`src/rtl/dlfloat_dot_engine.sv`:
```
// Streaming DLFloat16 dot-product engine: a product register feeding an accumulator,
// with a small handshake FSM that releases one result per VEC_LEN operand pairs.
module dlfloat_dot_engine #(
   parameter int unsigned VEC_LEN = 4,
   parameter bit          SAT_EN  = 1'b1
) (
   input  logic        clk,
   input  logic        rst_n,
   input  logic        in_valid,
   output logic        in_ready,
   input  logic [15:0] in_a,
   input  logic [15:0] in_b,
   output logic        out_valid,
   input  logic        out_ready,
   output logic [15:0] out_data,
   output logic        out_ovf,
   output logic        busy
);

   localparam int unsigned CW = 8;
   localparam logic [15:0] NAN = 16'hFFFF;

   typedef enum logic [1:0] {IDLE, ACC, FLUSH, DONE} state_t;

   state_t        state, next_state;
   logic [CW-1:0] cnt, cnt_nxt;
   logic [15:0]   prod, acc;
   logic          ovf;
   logic          beat, hs;
   logic [16:0]   mul_res, add_res;

   // Range-check a normalized result; bit 16 of the return flags an overflow.
   function automatic logic [16:0] pack(input logic s, input logic signed [9:0] e,
                                        input logic [8:0] m);
      logic [16:0] r;
      if (e < 10'sd1)
         r = 17'd0;
      else if (e > 10'sd63)
         r = SAT_EN ? {1'b1, s, 6'd63, 9'd510} : {1'b1, s, e[5:0], m};
      else
         r = {1'b0, s, e[5:0], m};
      return r;
   endfunction

   function automatic logic [16:0] fmul(input logic [15:0] a, input logic [15:0] b);
      logic [19:0]        p;
      logic signed [9:0]  e;
      logic [8:0]         m;
      logic [16:0]        r;
      p = 20'({1'b1, a[8:0]}) * 20'({1'b1, b[8:0]});
      e = $signed({4'b0, a[14:9]}) + $signed({4'b0, b[14:9]}) - 10'sd31
          + (p[19] ? 10'sd1 : 10'sd0);
      m = 9'(p >> (p[19] ? 5'd10 : 5'd9));
      if (a == NAN || b == NAN)
         r = {1'b0, NAN};
      else if (a[14:9] == 6'd0 || b[14:9] == 6'd0)
         r = 17'd0;
      else
         r = pack(a[15] ^ b[15], e, m);
      return r;
   endfunction

   function automatic logic [16:0] fadd(input logic [15:0] x, input logic [15:0] y);
      logic [15:0]       big, sml;
      logic [5:0]        d;
      logic [9:0]        mb, ms;
      logic [10:0]       sum;
      logic signed [9:0] e;
      logic [8:0]        m;
      logic [3:0]        lz;
      logic [16:0]       r;
      big = (x[14:0] >= y[14:0]) ? x : y;
      sml = (x[14:0] >= y[14:0]) ? y : x;
      d   = big[14:9] - sml[14:9];
      mb  = {1'b1, big[8:0]};
      ms  = (d > 6'd9) ? 10'd0 : ({1'b1, sml[8:0]} >> d);
      e   = $signed({4'b0, big[14:9]});
      sum = 11'd0;
      m   = 9'd0;
      lz  = 4'd0;
      if (x == NAN || y == NAN)
         r = {1'b0, NAN};
      else if (y[14:9] == 6'd0)
         r = {1'b0, x};
      else if (x[14:9] == 6'd0)
         r = {1'b0, y};
      else if (big[15] == sml[15]) begin
         sum = {1'b0, mb} + {1'b0, ms};
         m   = 9'(sum >> (sum[10] ? 4'd1 : 4'd0));
         e   = e + (sum[10] ? 10'sd1 : 10'sd0);
         r   = pack(big[15], e, m);
      end else begin
         sum = {1'b0, mb - ms};
         if (sum == 11'd0)
            r = 17'd0;
         else begin
            // Highest set bit wins, giving the shift that puts the leading one at bit 9.
            for (int i = 0; i < 10; i++)
               if (sum[i]) lz = 4'(9 - i);
            m = 9'(sum << lz);
            e = e - $signed({6'b0, lz});
            r = pack(big[15], e, m);
         end
      end
      return r;
   endfunction

   assign beat     = in_valid & in_ready;
   assign hs       = out_valid & out_ready;
   assign mul_res  = fmul(in_a, in_b);
   assign add_res  = fadd(acc, prod);
   assign out_data = acc;
   assign out_ovf  = ovf;

   // Next-state and beat counter.
   always_comb begin
      next_state = state;
      cnt_nxt    = cnt;
      case (state)
         IDLE, ACC: begin
            if (beat) begin
               if (cnt == CW'(VEC_LEN - 1)) begin
                  next_state = FLUSH;
                  cnt_nxt    = '0;
               end else begin
                  next_state = ACC;
                  cnt_nxt    = cnt + CW'(1);
               end
            end
         end
         FLUSH:   next_state = DONE;
         DONE:    if (hs) next_state = IDLE;
         default: next_state = IDLE;
      endcase
   end

   // Idle cycles load a zero product, so the accumulator only moves on real beats.
   always_ff @(posedge clk or negedge rst_n) begin
      if (!rst_n) begin
         state     <= IDLE;
         cnt       <= '0;
         prod      <= 16'd0;
         acc       <= 16'd0;
         ovf       <= 1'b0;
         in_ready  <= 1'b1;
         out_valid <= 1'b0;
         busy      <= 1'b0;
      end else begin
         state <= next_state;
         cnt   <= cnt_nxt;
         prod  <= beat ? mul_res[15:0] : 16'd0;
         if (hs) begin
            acc <= 16'd0;
            ovf <= 1'b0;
         end else begin
            acc <= add_res[15:0];
            ovf <= ovf | (beat & mul_res[16]) | add_res[16];
         end
         in_ready  <= (next_state == IDLE) || (next_state == ACC);
         out_valid <= (state == DONE) && !hs;
         busy      <= (next_state != IDLE);
      end
   end

endmodule

```
`config.mk`:
```
export PLATFORM = sky130hd
export DESIGN_NAME = dlfloat_dot_engine
export DESIGN_NICKNAME = d
export VERILOG_FILES = /design/src/rtl/dlfloat_dot_engine.sv
export SDC_FILE = /design/constraint.sdc
export NUM_CORES = 1
export LEC_CHECK = 0
export BUFFER_PORTS_ARGS = -buffer_cell sky130_fd_sc_hd__clkbuf_2
export CORE_ASPECT_RATIO = 1.1
export CORE_MARGIN = 4
export CORE_UTILIZATION = 45
export CTS_BUF_LIST = sky130_fd_sc_hd__clkbuf_4
export DETAILED_ROUTE_END_ITERATION = 8
export PLACE_DENSITY = 0.59
export SETUP_SLACK_MARGIN = 0.1
export SLEW_MARGIN = 10
export SYNTH_ARGS = -nofsm -noshare
export SYNTH_HDL_FRONTEND = slang
export SYNTH_SLANG_ARGS = --single-unit
```
`constraint.sdc`:
```
create_clock -name clk -period 12.2 [get_ports clk]
set_input_delay 0.61 -clock clk [delete_from_list [all_inputs] [get_ports clk]]
set_output_delay 0.61 -clock clk [all_outputs]
set_load 0.01 [all_outputs]
```
==> results of run 1 <==
worst max-delay path, delay by kind of cell (launching register included):
family / cells / cell delay (ns)
AOI/OAI and AO/OA: 13 / 2.89
xor gates and xnor gates: 2 / 1.12
adders and majority gates: 5 / 1.84
buffers and inverters: 1 / 0.06
DFF: 1 / 0.50
muxes: 2 / 0.42
and+or+nand+nor: 12 / 2.79
area by class of cell:
type | count | area [um^2]
tap | 247 | 309
clock inverter | 2 | 37.5
sequential | 46 | 1150
timing repair buffer | 59 | 305
fill | 1968 | 9810
inverter | 113 | 424
clock buffer | 6 | 45.0
multi-input combinational | 887 | 7140
cells by family after synthesis:
| family | after synthesis | share of synthesized area [%] |
|---|---|---|
| compound gates | 241 | 16.9 |
| flops | 46 | 13.0 |
| simple gates | 361 | 20.9 |
| mux | 61 | 7.54 |
| fa+ha+maj | 171 | 29.6 |
| buf+inv | 154 | 6.68 |
| xor+xnor | 53 | 5.32 |
through the flow:
step / hold slack, ns / utilization [%] / instances
after floorplan: 0.314 / - / 1087
after global placement: 0.482 / 48.5 / 1352
after detailed placement: 0.472 / 48.5 / 1352
after CTS: 0.315 / 49.0 / 1360
after global routing: 0.356 / 49.0 / 1360
final: 0.304 / 49.0 / 1360
cell usage in the layout (no fill, tap or decap), types with 14 or more instances in the layout:
master and count:
inv_1 110, ha_1 106, nand2_1 104, a21oi_1 79
fa_1 65, o21ai_0 62, nor2_1 61, and2_1 55
clkbuf_2 55, dfrtp_1 45, mux2i_1 40, xnor2_1 36
nand4_1 23, nor3_1 19, xor2_1 16, nand3_1 15
mux2_2 15, a211oi_1 15, nor2b_1 14
sequential cells by signal (all words and copies together) (netlist names):
register and cells:
out_ovf 1, in_ready 1, out_valid 1, prod 16, state 2, out_data 16
cnt 8, busy 1
path summary, 6_finish.rpt:
| kind | endpoint | depth (start not counted) | slack [ns] | startpoint |
|---|---|---|---|---|
| min in group clk | cnt[7] | 1 | 0.49 | cnt[7] |
| max reg2reg | out_data[11] | 35 | 2.47 | out_data[9] |
| max in group asynchronous | cnt[1] | 2 | 11.45 | rst_n |
| max | out_data[11] | 35 | 2.47 | out_data[9] |
| min reg2reg | cnt[7] | 1 | 0.49 | cnt[7] |
| min | out_data[6] | 2 | 0.30 | rst_n |
routing by layer:
metal	track usage [%]	share of wire [%]	up-vias	routed length, um
li1	-	-	3831	-
met1	29.6	43	3752	10600
met2	39.6	50	250	12200
met3	1.94	4.6	43	1120
met4	6.22	2.2	0	549
met5	0	0	-	0
==> results.md, run 1 <==
* Run status: completed
* Total track usage at 22.5%
* CP Max Fanout at 15
* Hold crit path type: primary input to async pin
* Yosys top cell by area: ha_1
* Synth Warn # at 0
* Hpwl dp at ~20000 um
* RSZ-0062 raised after global routing: false
* ANT nets after route at 0
* Critical path class: register to register
* Syn-to-layout area delta at 6.10%
* Via-per-instance ratio at between 5 and 6
* Antenna cell count at 0
* DR DRC count at 0
* # Post-CTS Setup Buffers at 0
* Initial antenna violation count at 0
* Final worst slack at 2.47 ns
* Gr ovfl total at 0
* Crit-path slowest cell: xnor2_1
* CTS tree: yes
* Worst path arrival time at between 10 and 15 ns
* Die Area at between 20000 and 25000 um^2
* CP endpoint kind: register
* RD Place Congestion at about 0.93
* Largest net degree at the start of global routing at 47
* Hold Vio Cnt, Final at 0
* Cell row count at between 50 and 60
* Die width at roughly 140 um
* EDFF count, synth at 0
* Top cells by count, synth: inv_1, ha_1, nand2_1
* Highest clock rate at around 0.10 GHz
* Worst slew pin tran at roughly 1.2 ns
* Count of input and output buffers at 55
* H-tree levels at 2
* Average wire per standard cell at 18.0 um
* Top FF cell, synth: dfrtp_1
* Vias at 7876
* CTS max path bufs at 2
* Die H at around 160 um
* I/O Pins at 56
* Post-Syn Nets at roughly 1.3k
* Post-CTS Hold Buffers at 0
* Post-layout min period at approximately 9.7 ns
* Top-count cell post-synth: inv_1
* Worst setup SP type: register
* Placed cell areas at between 9000 and 10000 um^2
* WP data required at between 10 and 15 ns
* Max_slew headroom at between 10% and 20%
* Clock Skew at ~0.024 ns
* Clock-pin slew on the worst setup and hold paths at ~0.14 ns
* Fin crit share at between 70% and 80%
* Mapped Cells at 1087
* Largest cells by area after synthesis: ha_1, fa_1, dfrtp_1
* Post-synthesis cell type count at between 70 and 80
* Final net count at approximately 1.3k
* Post-synthesis cell area at ~8900 um^2
* Post-Syn Area per Cell at approximately 8.2 um^2
* Pre-CTS WS at roughly 2.7 ns
* Num CTS Buffers at 5
* Finish-stage setup viols at 0
* Design Area, Final at approximately 9400 um^2
* Seq/Total Area, Yosys at 13.0%
* CP peak stage delay at 0.95 ns
* Setup TNS at 0 ns
* Sink Count at between 40 and 50
* Post-synthesis register bit count at 46
* Core ar. at ~19000 um^2
* Skew-Pair Late Insertion Delay at around 0.38 ns
* Vias in the first global route at around 8k
* Post-CTS Resized at 0
* Drt first pass iters at 8
* Routed WL at around 24000 um
* Synth top area share at roughly 15%
* 1st-iter DRT viols at just under 500
* Layout cells sized above 1 at 10.2%
* Clock tree root buffer cell: clkbuf_4
* Starting density of the core at ~46%
* Global-route wire length before repair at 40500 um
* Slew Viols, Final at 0
* Ys async rst share at between 90% and 100%
* Max Cap Viol at 0
Power of run 1 is not shown: default switching activity piles up to over one toggle a cycle in this logic, so the estimate is an artifact.
==> run 2: changes to the inputs <==
--- a/config.mk
+++ b/config.mk
@@ -11,7 +11,7 @@
 export CORE_UTILIZATION = 45
 export CTS_BUF_LIST = sky130_fd_sc_hd__clkbuf_4
 export DETAILED_ROUTE_END_ITERATION = 8
-export PLACE_DENSITY = 0.59
+export PLACE_DENSITY = 0.61
 export SETUP_SLACK_MARGIN = 0.1
 export SLEW_MARGIN = 10
 export SYNTH_ARGS = -nofsm -noshare
==> constraint.sdc (replaced) <==
create_clock -name clk -period 8.8 [get_ports clk]
set_input_delay 0.44 -clock clk [delete_from_list [all_inputs] [get_ports clk]]
set_output_delay 0.44 -clock clk [all_outputs]
set_load 0.01 [all_outputs]
==> run 2 against run 1 <==
  * Via count grew 0.41%
  * Die area is the same
  * Wire length shrank 0.11%
  * Count of clock-buffer cells in the layout shrank 1
  * Register-to-register slack lost 1.9 ns
  * Setup slack lost 1.9 ns
  * Design area grew 3.8%
  * Sequential cell count is the same
  * Critical endpoint unchanged
  * Critical path type unchanged
  * Maximum frequency grew 18%
  * Utilization grew 1.9 points
  * Global-route usage shrank 0.38 points
==> results.md, run 2 (synthesis results as in run 1) <==
* Hold_ws at 0.116 ns (-0.187 ns)
* Sink Count at 46 (unchanged)
* Antenna cell count at 0 (unchanged)
* Hold Vio Cnt, Final at 0 (unchanged)
* Via-per-instance ratio at 5.71 (-1.5%)
* Largest net degree at the start of global routing at 47 (unchanged)
* Skew-Pair Late Insertion Delay at 0.39 ns (about the same)
* Final net count at 1345 (+2.0%)
* I/O Pins at 56 (unchanged)
* Clock tree root buffer cell: clkbuf_4
* Layout cells sized above 1 at 14.4% (+4.2 points)
* ANT nets after route at 0 (unchanged)
* Met2 wire length at 12500 um (+1.9%)
* Worst path arrival time at 8.49 ns (-1.52 ns)
* Setup TNS at 0 ns (unchanged)
* Vias in the first global route at 7836 (-0.48%)
* RSZ-0062 raised after global routing: false
* CTS max path bufs at 2 (unchanged)
* RD Place Congestion at 0.930 (-0.19%)
* Global-route wire length before repair at 40100 um (-0.84%)
* Drt first pass iters at 5 (-3)
* Post-layout min period at 8.23 ns (-1.50 ns)
* Worst slew pin tran at 0.928 ns (-0.280 ns)
* Hold crit path type: primary input to async pin
* Delay-heaviest family, CP: simple AND/OR/NAND/NOR gates
* Critical path class: register to register
* Slew Viols, Final at 0 (unchanged)
* H-tree levels at 2 (unchanged)
* Multi-input gate area at 7270 um^2 (+1.8%)
* Crit-path slowest cell: or4_1
* Clock-pin slew on the worst setup and hold paths at 0.15 ns (about the same)
* Most frequent CP cell: nor2_1
* Average wire per standard cell at 17.6 um (-2.0%)
* CTS tree: yes
* Finish-stage setup viols at 0 (unchanged)
* Gr ovfl total at 0 (unchanged)
* Starting density of the core at 46.1% (unchanged)
* Met1 WL at 10300 um (-2.9%)
* DR DRC count at 0 (unchanged)
* Total track usage at 22.1% (-0.38 points)
* Highest clock rate at 0.122 GHz (+18%)
* Area taken by flip-flops and latches at 1160 um^2 (+0.65%)
* Met3 wire len at 1170 um (+4.6%)
* Num CTS Buffers at 5 (unchanged)
* Clock Skew at 0.0116 ns (-0.0124 ns)
* Die Area at 22000 um^2 (unchanged)
* FILL cells at 1874 (-4.8%)
* Syn-to-layout area delta at 10.2%
* Commonest non-fill, non-tap cells in the layout: inv_1, nand2_1, ha_1
* 1st-iter DRT viols at 538 (+8.7%)
* Run status: completed
* Most common cell after layout, fill and taps aside: inv_1
* Vias at 7908 (+0.41%)
* Core ar. at 19200 um^2 (unchanged)
* Max Cap Viol at 0 (unchanged)
* Buffers & Inverters on Critical Path at 4 (+3)
* Worst setup SP type: register
* Fin crit share at 93.5% (+14 points)
* Initial antenna violation count at 0 (unchanged)
* WP data required at 9.06 ns (-3.42 ns)
* Hpwl dp at 20100 um (-0.23%)
* Routed WL at 24400 um (-0.11%)
* Top sig layer: met4
* Die width at 142 um (unchanged)
* Count of input and output buffers at 55 (unchanged)
* CP endpoint kind: register
* Max_slew headroom at 36.4% (+18 points)
* CP Max Fanout at 8 (-7)
* CP peak stage delay at 0.56 ns (-0.39 ns)
* Die H at 155 um (unchanged)
* Cell row count at 53 (unchanged)
-- run 2: cell types whose count changed in the layout (fill, tap and decap cells not counted), moves of 6 or more --
| cell | change |
|---|---|
| buf_4 | +23 |
| dfrtp_1 | -6 |
| dfrtp_2 | +6 |
| ha_1 | -6 |
-- run 2: timing repair --
item / 4_1_cts / 5_1_grt
gates resized for setup: 1 / 37
pin swaps: 0 / 5
endpoints found under the setup margin: 1 / 16
hold buffers: 0 / 0
setup buffers: 0 / 10
cloned: 0 / 0
-- run 2: routing by layer --
metal	up-vias	GRT usage [%]
li1	3893	-
met1	3760	28.8
met2	214	40.2
met3	41	1.41
met4	0	4.89
met5	-	0
-- run 2: cell type report --
class                      count  share of cell area (%)
timing repair buffer          85                    5.41
clock buffer                   5                   0.384
tap                          247                    3.16
multi-input combinational    887                    74.4
inverter                     113                    4.34
sequential                    46                    11.9
clock inverter                 3                   0.448
-- run 2: path summary, 6_finish.rpt --
kind / start / cells past startpoint / to / slack, ns
worst min register to register: cnt[7] / 1 / cnt[7] / 0.49
max in group asynchronous: rst_n / 2 / out_data[14] / 8.21
min in group clk: in_b[15] / 4 / prod[15] / 0.40
worst max register to register: prod[12] / 36 / out_data[11] / 0.57
worst min-delay path: rst_n / 2 / out_data[6] / 0.12
worst max-delay path: prod[12] / 36 / out_data[11] / 0.57
-- run 2: worst register-to-register path, delay by kind of cell, from the launching register on --
| family | cells | cell delay (ns) |
|---|---|---|
| compound gates | 12 | 2.12 |
| xor+xnor | 1 | 0.26 |
| fa+ha+maj | 5 | 1.51 |
| buf+inv | 4 | 0.47 |
| flops | 1 | 0.47 |
| mux | 3 | 0.54 |
| simple gates | 11 | 2.71 |
-- run 2: through the flow --
step / cells / setup WS [ns] / utilization [%] / instance area [um^2]
floorplan: 1087 / 0.196 / - / 8890
global placement: 1368 / 0.273 / 49.2 / 9460
detailed placement: 1368 / 0.125 / 49.2 / 9460
CTS: 1376 / 0.117 / 49.7 / 9550
global route: 1386 / 0.0631 / 50.8 / 9780
finish: 1386 / 0.573 / 50.8 / 9780
Power of run 2 is left out for the same reason.
